<file path="config.mk">
export PLATFORM = sky130hd
export DESIGN_NAME = ahblite_spi_master
export DESIGN_NICKNAME = d
export VERILOG_FILES = /design/src/rtl/ahblite_spi_master.sv
export SDC_FILE = /design/constraint.sdc
export NUM_CORES = 1
export LEC_CHECK = 0
export ABC_CLOCK_PERIOD_IN_PS = 1990
export CORE_ASPECT_RATIO = 0.75
export CORE_UTILIZATION = 41
export CTS_CLUSTER_SIZE = 10
export DETAILED_ROUTE_END_ITERATION = 6
export GPL_TIMING_DRIVEN = 0
export HOLD_SLACK_MARGIN = 0.05
export PLACE_DENSITY = 0.82
export SLEW_MARGIN = 25
export SYNTH_ARGS = -nofsm -noshare
export SYNTH_HDL_FRONTEND = slang
export SYNTH_SLANG_ARGS = --single-unit
</file>
<file path="constraint.sdc">
create_clock -name HCLK -period 1.99 [get_ports HCLK]
set_input_delay 0.398 -clock HCLK [delete_from_list [all_inputs] [get_ports HCLK]]
set_output_delay 0.398 -clock HCLK [all_outputs]
set_load 0.05 [all_outputs]
</file>
<file path="src/rtl/ahblite_spi_master.sv">
// AHB-lite slave SPI master: CPU writes a byte, hardware shifts it out in SPI mode 3 (MSB first) while capturing MISO.
// Latency: zero-wait-state bus; a transfer takes DATA_W*2*(DIV+1) HCLK cycles from the first SPI_CLK low to idle.
// Backpressure: none on the bus (HREADYOUT tied high); DATA/DIV writes issued while busy are dropped.
//
// Ports:
//   HCLK/HRESETn         system clock, async active-low reset
//   HSEL..HREADY         AHB-lite slave address/data phase inputs (HSIZE/HPROT ignored)
//   HREADYOUT/HRDATA/HRESP  slave response; always OKAY, never stalls
//   SPI_CS/SPI_CLK/SPI_MOSI/SPI_MISO  SPI pins; CS is purely software-driven
//   spi_irq              one-cycle pulse at end of transfer when interrupts are enabled
module ahblite_spi_master #(
  parameter int DIV_W  = 8,
  parameter int DATA_W = 8
) (
  input  logic        HCLK,
  input  logic        HRESETn,
  input  logic        HSEL,
  input  logic [31:0] HADDR,
  input  logic [1:0]  HTRANS,
  input  logic [2:0]  HSIZE,
  input  logic [3:0]  HPROT,
  input  logic        HWRITE,
  input  logic [31:0] HWDATA,
  input  logic        HREADY,
  output logic        HREADYOUT,
  output logic [31:0] HRDATA,
  output logic        HRESP,
  output logic        SPI_CS,
  output logic        SPI_CLK,
  output logic        SPI_MOSI,
  input  logic        SPI_MISO,
  output logic        spi_irq
);

  localparam int CNT_W = (DATA_W > 2) ? $clog2(DATA_W) : 1;

  localparam logic [1:0] A_CTRL = 2'd0;
  localparam logic [1:0] A_DIV  = 2'd1;
  localparam logic [1:0] A_DATA = 2'd2;
  localparam logic [1:0] A_STAT = 2'd3;

  typedef enum logic [1:0] {IDLE, LOW, HIGH} state_t;

  state_t            state;
  logic              acc_q;
  logic              wr_q;
  logic [1:0]        addr_q;
  logic              ctrl_cs;
  logic              ctrl_ie;
  logic [DIV_W-1:0]  div_q;
  logic [DIV_W-1:0]  divcnt;
  logic [CNT_W-1:0]  bitcnt;
  logic [DATA_W-1:0] tx_sh;
  logic [DATA_W-1:0] rx_sh;
  logic [DATA_W-1:0] rx_q;
  logic              done;

  logic              busy;
  logic              wr_en;
  logic              wr_ctrl;
  logic              wr_div;
  logic              wr_data;
  logic              wr_stat;
  logic              hi_entry;
  logic              finish;
  logic [DATA_W-1:0] rx_next;
  logic              unused_ok;

  assign HREADYOUT = 1'b1;
  assign HRESP     = 1'b0;
  assign SPI_CS    = ctrl_cs;

  assign unused_ok = ^{HSIZE, HPROT, HADDR[31:4], HADDR[1:0], HTRANS[0], HWDATA};

  // Address phase capture; the write is applied in the following data phase.
  always_ff @(posedge HCLK or negedge HRESETn) begin
    if (!HRESETn) begin
      acc_q  <= 1'b0;
      wr_q   <= 1'b0;
      addr_q <= 2'd0;
    end else if (HREADY) begin
      acc_q  <= HSEL & HTRANS[1];
      wr_q   <= HWRITE;
      addr_q <= HADDR[3:2];
    end
  end

  assign busy    = (state != IDLE);
  assign wr_en   = acc_q & wr_q & HREADY;
  assign wr_ctrl = wr_en && (addr_q == A_CTRL);
  assign wr_div  = wr_en && (addr_q == A_DIV);
  assign wr_data = wr_en && (addr_q == A_DATA);
  assign wr_stat = wr_en && (addr_q == A_STAT);

  // divcnt is reloaded with DIV on every phase entry and DIV cannot change
  // while busy, so divcnt==DIV identifies the first cycle of a HIGH phase.
  assign hi_entry = (state == HIGH) && (divcnt == div_q);
  assign rx_next  = hi_entry ? {rx_sh[DATA_W-2:0], SPI_MISO} : rx_sh;
  assign finish   = (state == HIGH) && (divcnt == '0) && (bitcnt == '0);

  always_ff @(posedge HCLK or negedge HRESETn) begin
    if (!HRESETn) begin
      ctrl_cs <= 1'b1;
      ctrl_ie <= 1'b0;
      div_q   <= '0;
    end else begin
      if (wr_ctrl) begin
        ctrl_cs <= HWDATA[0];
        ctrl_ie <= HWDATA[1];
      end
      if (wr_div && !busy) begin
        div_q <= HWDATA[DIV_W-1:0];
      end
    end
  end

  // A completing transfer beats a same-cycle write-1-to-clear.
  always_ff @(posedge HCLK or negedge HRESETn) begin
    if (!HRESETn) begin
      done <= 1'b0;
    end else if (finish) begin
      done <= 1'b1;
    end else if (wr_data && !busy) begin
      done <= 1'b0;
    end else if (wr_stat && HWDATA[1]) begin
      done <= 1'b0;
    end
  end

  always_ff @(posedge HCLK or negedge HRESETn) begin
    if (!HRESETn) begin
      state    <= IDLE;
      tx_sh    <= '0;
      rx_sh    <= '0;
      rx_q     <= '0;
      bitcnt   <= '0;
      divcnt   <= '0;
      SPI_CLK  <= 1'b1;
      SPI_MOSI <= 1'b0;
      spi_irq  <= 1'b0;
    end else begin
      spi_irq <= 1'b0;
      rx_sh   <= rx_next;
      case (state)
        IDLE: begin
          SPI_CLK <= 1'b1;
          if (wr_data) begin
            tx_sh    <= HWDATA[DATA_W-1:0];
            bitcnt   <= CNT_W'(DATA_W - 1);
            divcnt   <= div_q;
            SPI_CLK  <= 1'b0;
            SPI_MOSI <= HWDATA[DATA_W-1];
            state    <= LOW;
          end
        end
        LOW: begin
          if (divcnt == '0) begin
            divcnt  <= div_q;
            SPI_CLK <= 1'b1;
            state   <= HIGH;
          end else begin
            divcnt <= divcnt - DIV_W'(1);
          end
        end
        HIGH: begin
          if (divcnt == '0) begin
            if (bitcnt == '0) begin
              // rx_next covers DIV=0, where the sample and the exit share a cycle.
              rx_q    <= rx_next;
              spi_irq <= ctrl_ie;
              state   <= IDLE;
            end else begin
              tx_sh    <= tx_sh << 1;
              SPI_MOSI <= tx_sh[DATA_W-2];
              bitcnt   <= bitcnt - CNT_W'(1);
              divcnt   <= div_q;
              SPI_CLK  <= 1'b0;
              state    <= LOW;
            end
          end else begin
            divcnt <= divcnt - DIV_W'(1);
          end
        end
        default: begin
          state   <= IDLE;
          SPI_CLK <= 1'b1;
        end
      endcase
    end
  end

  always_comb begin
    HRDATA = '0;
    case (addr_q)
      A_CTRL:  HRDATA[1:0] = {ctrl_ie, ctrl_cs};
      A_DIV:   HRDATA[DIV_W-1:0] = div_q;
      A_DATA:  HRDATA[DATA_W-1:0] = rx_q;
      default: HRDATA[1:0] = {done, busy};
    endcase
  end

endmodule

</file>
## Word level (Yosys, flattened, before mapping)

Index checks and enable logic that the tools add are counted.

- Register bits after elaboration: 54
- Bits of input ports: 79
- Output and inout port bits: 38

- Muxes and demuxes: 36
- Reduce and logical (&&, ||, !) cells: 24
- Bitwise logic cells: 3
- Equal/unequal tests: 11
- Add/subtract/negate cells: 2

Operators by type and width:

| cell | number |
|---|---|
| $mux W8 | 5 |
| $pmux W8 S3 | 1 |
| $mux W7 | 3 |
| $mux W1 | 14 |
| $pmux W7 S2 | 1 |
| $pmux W2 S3 | 2 |
| $pmux W6 S2 | 1 |
| $reduce_and A3 Y1 | 4 |
| $logic_and A1 B1 Y1 | 10 |
| $mux W3 | 3 |
| $eq A8 B8 Y1 | 1 |
| $logic_not A8 Y1 | 1 |
| $sub A8 B1 Y8 const B | 1 |
| $eq A2 B2 Y1 const B | 3 |
| $mux W2 | 3 |
| $ne A2 B2 Y1 const B | 3 |
| $pmux W3 S2 | 1 |
| $reduce_bool A3 Y1 | 2 |
| $eq A2 B1 Y1 const B | 2 |
| $logic_not A2 Y1 | 2 |
| $reduce_and A4 Y1 | 1 |
| $reduce_bool A2 Y1 | 2 |
| $and A1 B1 Y1 | 3 |
| $logic_not A3 Y1 | 1 |
| other kinds (6) | 6 |

## Depth between registers and ports, before layout

Gate-level depths: netlist (run 1).

- Depth in word-level cells: 7
- Depth in mapped cells: 9
- Mapped depth without buffers: 6

## Worst setup path before layout (run 1)

Ideal clock, no wire load.

- Path kind: flip-flop to output port
- Start: register addr_q[1]
- End: output port HRDATA[1]
- Path buffers: 1
- Cell stages (with the launch flop): 6
- Path slack: -0.178 ns
- Data required time: 1.592 ns
- Data arrival time: 1.770 ns
- Cell sequence: dfrtp_1 > inv_1 > ha_1 > clkbuf_1 > a222oi_1 > mux2i_1

- Longest elaborated chain between the ends: 2

Ends and longest elaborated chain:

| element | line | text |
|---|---|---|
| start: declaration | 47 | `logic [1:0] addr_q;` |
| start signal: assignment | 84 | `addr_q <= HADDR[3:2];` |
| $eq A2 B2 Y1, or another cell as far along | 194 | `case (addr_q)` |
| $pmux W2 S3 (*) | 194 |  |
| end: declaration | 26 | `output logic [31:0] HRDATA,` |

Every way passes the cells marked *; elsewhere a longest branch is shown, timed or not.

## Worst setup path after layout (run 1)

- Start: register addr_q[0]
- End: output port HRDATA[1]

Same word-level chain as after synthesis.

==> impl_results.md, run 1 <==
* Failing checks: setup timing
* Aggregate global routing overflow at 0
* Ant diodes at 0
* WHS at 0.103 ns
* Yosys top cell by area: dfrtp_1
* Period minus WS final at around 2.2 ns
* Final WL at 9480 µm
* Crit Path Category: register to primary output
* Vias in the first global route at approximately 2700
* Initial antenna violation count at 0
* Via count at around 2900
* Post-Layout Cell Count at 504
* Largest family of logic cells by synthesized area: multiplexers
* Pwr per Cell Area at ~510 nW/µm²
* Post-Synthesis Cells at 312
* Maxcap violations at 0
* CTS root buf: clkbuf_8
* Initial Util at 0.431
* Worst r2r src: addr_q[0]$_DFFE_PN0P_
* I/O pin cnt at about 120
* Fin crit share at 1.13
* Width of the die at 105 µm
* Die Span Y at around 79 µm
* Endpoints failing setup at 26
* Post-synth EDFFs at 0
* Critical Path AT at about 1.9 ns
* Prevailing post-synth register cell: dfrtp_1
* Drt wl/cell at between 15 and 20 µm
* Post-synth cell types at 43
* GR Util All Layers at 0.207
* Adder-cell share of the synthesized area at 0.0542
* Maximum clock insertion buffer count at 2
* Flop-to-flop setup slack at -0.15 ns
* Worst-margin pin slew at roughly 0.69 ns
* Skew final at approximately 0.0056 ns
* Slew Limit Fails at 0
* Final Net Count at just under 500
* Placed insts at 464
* HP Class: input pin to async pin
* Starting DRT DRC Count at 280
* Std-Cell Rows at 27
* DR pass1 iterations at 5
* Core ar. at about 7500 µm²
* P&R area growth vs syn at 37.0%
* Simple-Gate Fraction of Synth Area at 0.133
* First-pass GRT wire length at 13400 µm
* Fill cells at roughly 560
* Synth Area per Inst at about 10 µm²
* Port Buf Inserts at 27
* Mapped cell area at approximately 3200 µm²
* Synth top area cells: dfrtp_1, mux2_2, buf_4
* Worst path required time at between 1.5 and 2 ns
* Clk slew on worst S/H paths at 0.10 ns
* Total die area at approximately 8300 µm²
* Routability cong. at a little under 0.9
* Final WS setup at -0.255 ns
* Final core utilization at 0.591
* Place WS at -0.574 ns
* Fmax at approximately 450 MHz
* Crit start category: register
* Seq/Total Area, Yosys at 0.419
* Critical Path Start: addr_q[0]$_DFFE_PN0P_
* Compound-Gate Fraction of Synth Area at 0.130
* Crit end category: primary output
* Remaining DRCs at 0
* Flops & latches, synth at 54
* Synth cell count leaders: dfrtp_1, buf_4, mux2_2, nand2_1, nor2_1
* Post-synthesis mux area share at 0.136
* Asr flop ratio synth at 1.00
* RSZ-0062 raised after global routing: true
* Detail Placement HPWL at about 5000 µm
* Synth top area share at 0.402
* Largest net degree at the start of global routing at between 50 and 60
* Total CTS buffers at 5
* Layout cells sized above 1 at 0.414
* Skew-Pair Late Insertion Delay at 0.32 ns
* Vias/cell at between 5 and 6
* Status: complete, but fails checks
* Worst-path maximum fanout at 6
* Post-synthesis xor/xnor area fraction at 0.0217
* Max VDD drop at 0.000601 V
* Relative slew slack at 0.543
* ANT nets after route at 0
* Yosys Warn Count at 0
* CTS tree: built
* Dominant cell by count in the synthesized netlist: dfrtp_1
* Clock Sink Count at 54
* Pleak at approximately 2.0 nW
* H-tree depth at 2
* Endpoints failing hold at 0
layout by cell type, fill, tap and decap left out, types with 7 or more instances in the layout:
| master | netlist | layout |
|---|---|---|
| a31oi_1 | 10 | 9 |
| inv_1 | 15 | 9 |
| ha_1 | 14 | 8 |
| nor2_1 | 17 | 14 |
| mux2_2 | 20 | 20 |
| nand4_1 | 11 | 11 |
| o211ai_1 | 7 | 7 |
| clkdlybuf4s50_1 | 0 | 16 |
| buf_4 | 26 | 56 |
| xnor2_1 | 8 | 8 |
| buf_6 | 2 | 14 |
| o21ai_0 | 8 | 8 |
| dfrtp_1 | 52 | 49 |
| conb_1 | 2 | 26 |
| mux2_4 | 9 | 9 |
| o31ai_1 | 9 | 7 |
| nand2_1 | 19 | 18 |
final timing paths:
path	depth (start not counted)	endpoint
min in group HCLK	2	addr_q[0]$_DFFE_PN0P_
setup reg to reg	8	tx_sh[4]$_DFFE_PN0P_
max in group asynchronous	1	divcnt[1]$_DFFE_PN0P_
hold / removal	1	rx_sh[1]$_DFF_PN0_
hold reg to reg	1	tx_sh[0]$_DFFE_PN0P_
setup / recovery	5	HRDATA[1]
power breakdown:
group,internal [mW],switching [mW]
sequential,1.13,0.0242
combinational,0.176,0.271
clock,0.287,0.388
total,1.60,0.683
cell families after synthesis:
logic type	count (synthesis)
AND/OR/NAND/NOR	80
AO/OA/AOI/OAI	59
buffers and inverters	58
flip-flops	54
multiplexers	37
adder cells (fa/ha/maj)	14
XOR/XNOR	8
other	2
final cells by class:
| cell class | count | area (µm²) | area share |
|---|---|---|---|
| timing repair buffer | 62 | 608 | 0.137 |
| inverter | 15 | 56.3 | 0.0127 |
| sequential | 54 | 1360 | 0.306 |
| multi-input combinational | 224 | 1860 | 0.419 |
| clock inverter | 2 | 17.5 | 0.00395 |
| tap | 101 | 126 | 0.0285 |
| clock buffer | 6 | 82.6 | 0.0186 |
| buffer | 40 | 325 | 0.0734 |
worst max-delay path, cell delays in order, from the launching register on:
cell	delay, ns
dfrtp_1	0.42
buf_6	0.14
ha_4	0.17
a222oi_1	0.46
mux2i_2	0.16
buf_6	0.18
metrics by stage:
step / instance area [µm²] / setup TNS [ns] / total power, mW
6_report: 4430 / -2.40 / 2.28
5_1_grt: 4430 / -3.83 / 2.36
4_1_cts: 4120 / -1.04 / 2.25
3_5_place_dp: 3750 / -10.58 / 1.57
3_3_place_gp: 3750 / -63.66 / 1.57
2_1_floorplan: 3360 / -0.126 / 1.47
sequential cells by signal (all words and copies together) (netlist names):
name	count
SPI_MOSI	1
divcnt	8
SPI_CLK	1
ctrl_ie	1
addr_q	2
rx_sh	8
tx_sh	7
state	2
wr_q	1
rx_q	8
spi_irq	1
div_q	8
SPI_CS	1
acc_q	1
bitcnt	3
done	1
routing by layer:
metal  routed length, µm  vias up  global-route usage  part of all wire
met2                4600      186               0.338              0.49
met1                3700     1389               0.256              0.39
met5                   0        -                   0                 0
met4                 457        0               0.124             0.048
li1                    -     1247                   -                 -
met3                 720       55              0.0427             0.076
repair_timing:
item | CTS | global route
hold buffers | 0 | 0
pin swaps | 5 | 11
setup buffers | 21 | 11
resized for setup | 81 | 45
gates cloned | 1 | 2
setup endpoints to repair | 48 | 44
No activity file was read; power rests on OpenSTA's default activity.
==> run 2, diff against run 1 <==
Settings changed: CELL_PAD_IN_SITES_DETAIL_PLACEMENT set to 1, CELL_PAD_IN_SITES_GLOBAL_PLACEMENT set to 1, CORE_UTILIZATION 41 to 31, PLACE_DENSITY 0.82 to 0.83.
==> run 2 against run 1 <==
Effect of this change:
- the flow still finishes with violations (setup timing)
- non-clock buffer count fell by 6
- sequential power barely moved
- sequential share of layout area rose by 0.17 points
- via count rose by 0.24%
- flip-flop and latch count did not move
- final cell count rose by 5.2%
- global-route usage fell by 2.1 points
- combinational power rose by 6.7%
- cell area fell by 0.45%
- clock-buffer cell count did not move
- routed wire length rose by 14%
- critical path type is now register to register
- critical endpoint is now tx_sh[0]$_DFFE_PN0P_
- largest power group unchanged
- highest routed layer unchanged
==> impl_results.md, run 2 (synthesis gave the netlist of run 1 again) <==
* Slew Limit Fails at 0 (unchanged)
* Most frequent cells in the layout: buf_4, dfrtp_1, conb_1 (unchanged)
* NetSw at 0.731 mW (was 0.683 mW)
* Maximum clock insertion buffer count at 2 (unchanged)
* CTS tree: built (unchanged)
* Total CTS buffers at 5 (unchanged)
* Most common cell after layout, fill and taps aside: buf_4 (unchanged)
* Port Buf Inserts at 27 (unchanged)
* Initial Util at 0.327 (was 0.431)
* Combinational Power Share at 0.189 (was 0.196)
* Pint at 1.80 mW (was 1.60 mW)
* Clock power frac at 0.352 (was 0.296)
* Aggregate global routing overflow at 0 (unchanged)
* R2R cell count at 8 (unchanged)
* Worst r2r src: addr_q[0]$_DFFE_PN0P_ (unchanged)
* Detail Placement HPWL at 6020 µm (was 5150 µm)
* Endpoints failing setup at 21 (was 26)
* GR Util All Layers at 0.186 (was 0.207)
* Failing checks: setup timing (unchanged)
* Final Net Count at 490 (was 495)
* Die Span Y at 90.5 µm (was 78.9 µm)
* Clock Sink Count at 54 (unchanged)
* Clk slew on worst S/H paths at 0.08 ns (was 0.10 ns)
* Final WS setup at -0.144 ns (was -0.255 ns)
* Sw Ratio at 0.289 (was 0.299)
* Largest net degree at the start of global routing at 55 (unchanged)
* Routability cong. at 0.871 (was 0.876)
* Starting DRT DRC Count at 179 (was 280)
* Hold_buf cts at 0 (unchanged)
* Pleak at 2.04 nW (about the same)
* Initial antenna violation count at 0 (unchanged)
* Crit end category: register (was primary output)
* Period minus WS final at 2.13 ns (was 2.24 ns)
* Worst path required time at 2.17 ns (was 1.59 ns)
* ANT nets after route at 0 (unchanged)
* Pwr per Cell Area at 573 nW/µm² (was 515 nW/µm²)
* HP Class: input pin to async pin (unchanged)
* Std-Cell Rows at 31 (was 27)
* Endpoints failing hold at 0 (unchanged)
* Flop-to-flop setup slack at -0.14 ns (was -0.15 ns)
* Width of the die at 120 µm (was 105 µm)
* Worst-margin pin slew at 0.511 ns (was 0.686 ns)
* Total die area at 10900 µm² (was 8250 µm²)
* Max VDD drop at 0.000438 V (was 0.000601 V)
* P&R area growth vs syn at 36.4% (was 37.0%)
* Skew final at 0.0111 ns (was 0.00556 ns)
* Ant diodes at 0 (unchanged)
* Layout cells sized above 1 at 0.402 (was 0.414)
* Fmax at 469 MHz (was 445 MHz)
* Core ar. at 9890 µm² (was 7500 µm²)
* Setup_tns at -1.84 ns (was -2.40 ns)
* Vias in the first global route at 2954 (was 2735)
* DR pass1 iterations at 5 (unchanged)
* RSZ-0062 raised after global routing: true (unchanged)
* Critical Path AT at 2.31 ns (was 1.85 ns)
* Worst-path maximum fanout at 10 (was 6)
* WHS at 0.0750 ns (was 0.103 ns)
* Maxcap violations at 0 (unchanged)
* Final WL at 10800 µm (was 9480 µm)
* Seq pwr share at 0.460 (was 0.508)
* Remaining DRCs at 0 (unchanged)
* Skew-Pair Late Insertion Delay at 0.30 ns (was 0.32 ns)
* CTS root buf: clkbuf_16 (was clkbuf_8)
* Crit start category: register (unchanged)
* H-tree depth at 2 (unchanged)
* Via count at 2884 (was 2877)
* Crit Path Category: register to register (was register to primary output)
* Relative slew slack at 0.659 (was 0.543)
* I/O pin cnt at 117 (unchanged)
* Fin crit share at 1.07 (was 1.13)
* Drt wl/cell at 20.4 µm (was 18.8 µm)
* Vias/cell at 5.44 (was 5.71)
* First-pass GRT wire length at 15900 µm (was 13400 µm)
* FF-to-FF End: tx_sh[0]$_DFFE_PN0P_ (was tx_sh[4]$_DFFE_PN0P_)
* Status: complete, but fails checks (unchanged)
[run 2: how the worst max path moves through the flow]
stage	from	to	slack, ns
2_1_floorplan	divcnt[0]$_DFFE_PN0P_	SPI_MOSI$_DFFE_PN0P_	-0.01
3_3_place_gp	HRESETn	SPI_MOSI$_DFFE_PN0P_	-1.14
3_5_place_dp	addr_q[1]$_DFFE_PN0P_	HRDATA[1]	-0.63
4_1_cts	addr_q[1]$_DFFE_PN0P_	HRDATA[0]	-0.11
5_1_grt	addr_q[0]$_DFFE_PN0P_	HRDATA[0]	-0.24
6_report	addr_q[0]$_DFFE_PN0P_	tx_sh[0]$_DFFE_PN0P_	-0.14
[run 2: layer usage]
metal,share of wire,track usage,vias to the layer above
met5,0,0,-
met4,0.043,0.0635,0
met3,0.063,0.0297,48
met2,0.49,0.328,164
met1,0.40,0.228,1432
li1,-,-,1240
[run 2: timing repair]
action,4_1_cts,5_1_grt
gates resized for setup,89,26
buffers inserted,22,8
endpoints found under the setup margin,48,49
gates cloned,1,2
pin swaps,5,7
[run 2: critical path, stage by stage (launching register included)]
cell     delay (ns)
dfrtp_1        0.41
inv_2          0.11
ha_4           0.15
buf_4          0.14
nand4_1        0.17
and2_4         0.21
or3_4          0.36
buf_12         0.17
mux2_4         0.30
[run 2: through the flow]
step / power, mW / setup WS (ns) / instance area [µm²] / instances / utilization
global placement: 1.58 / -1.14 / 3790 / 495 / 0.383
floorplan: 1.47 / -0.0140 / 3360 / 336 / -
detailed placement: 1.59 / -0.627 / 3820 / 496 / 0.386
finish: 2.53 / -0.144 / 4410 / 530 / 0.446
global route: 2.60 / -0.237 / 4410 / 530 / 0.446
CTS: 2.50 / -0.115 / 4240 / 523 / 0.429
[run 2: power groups by stage]
stage	Combinational, mW	Sequential (mW)	Clock [mW]
finish	0.477	1.16	0.889
global route	0.503	1.17	0.928
CTS	0.456	1.16	0.886
detailed placement	0.408	1.18	0
global placement	0.397	1.18	0
floorplan	0.270	1.20	0
[run 2: layout make-up]
class | count | area, µm²
plain buffers | 36 | 295
clock buffers | 6 | 129
clock inverters | 2 | 13.8
fillers | 1104 | 5480
inverters | 15 | 58.8
multi-input cells | 225 | 1840
flip-flops and latches | 54 | 1360
well taps | 132 | 165
repair buffers | 60 | 551
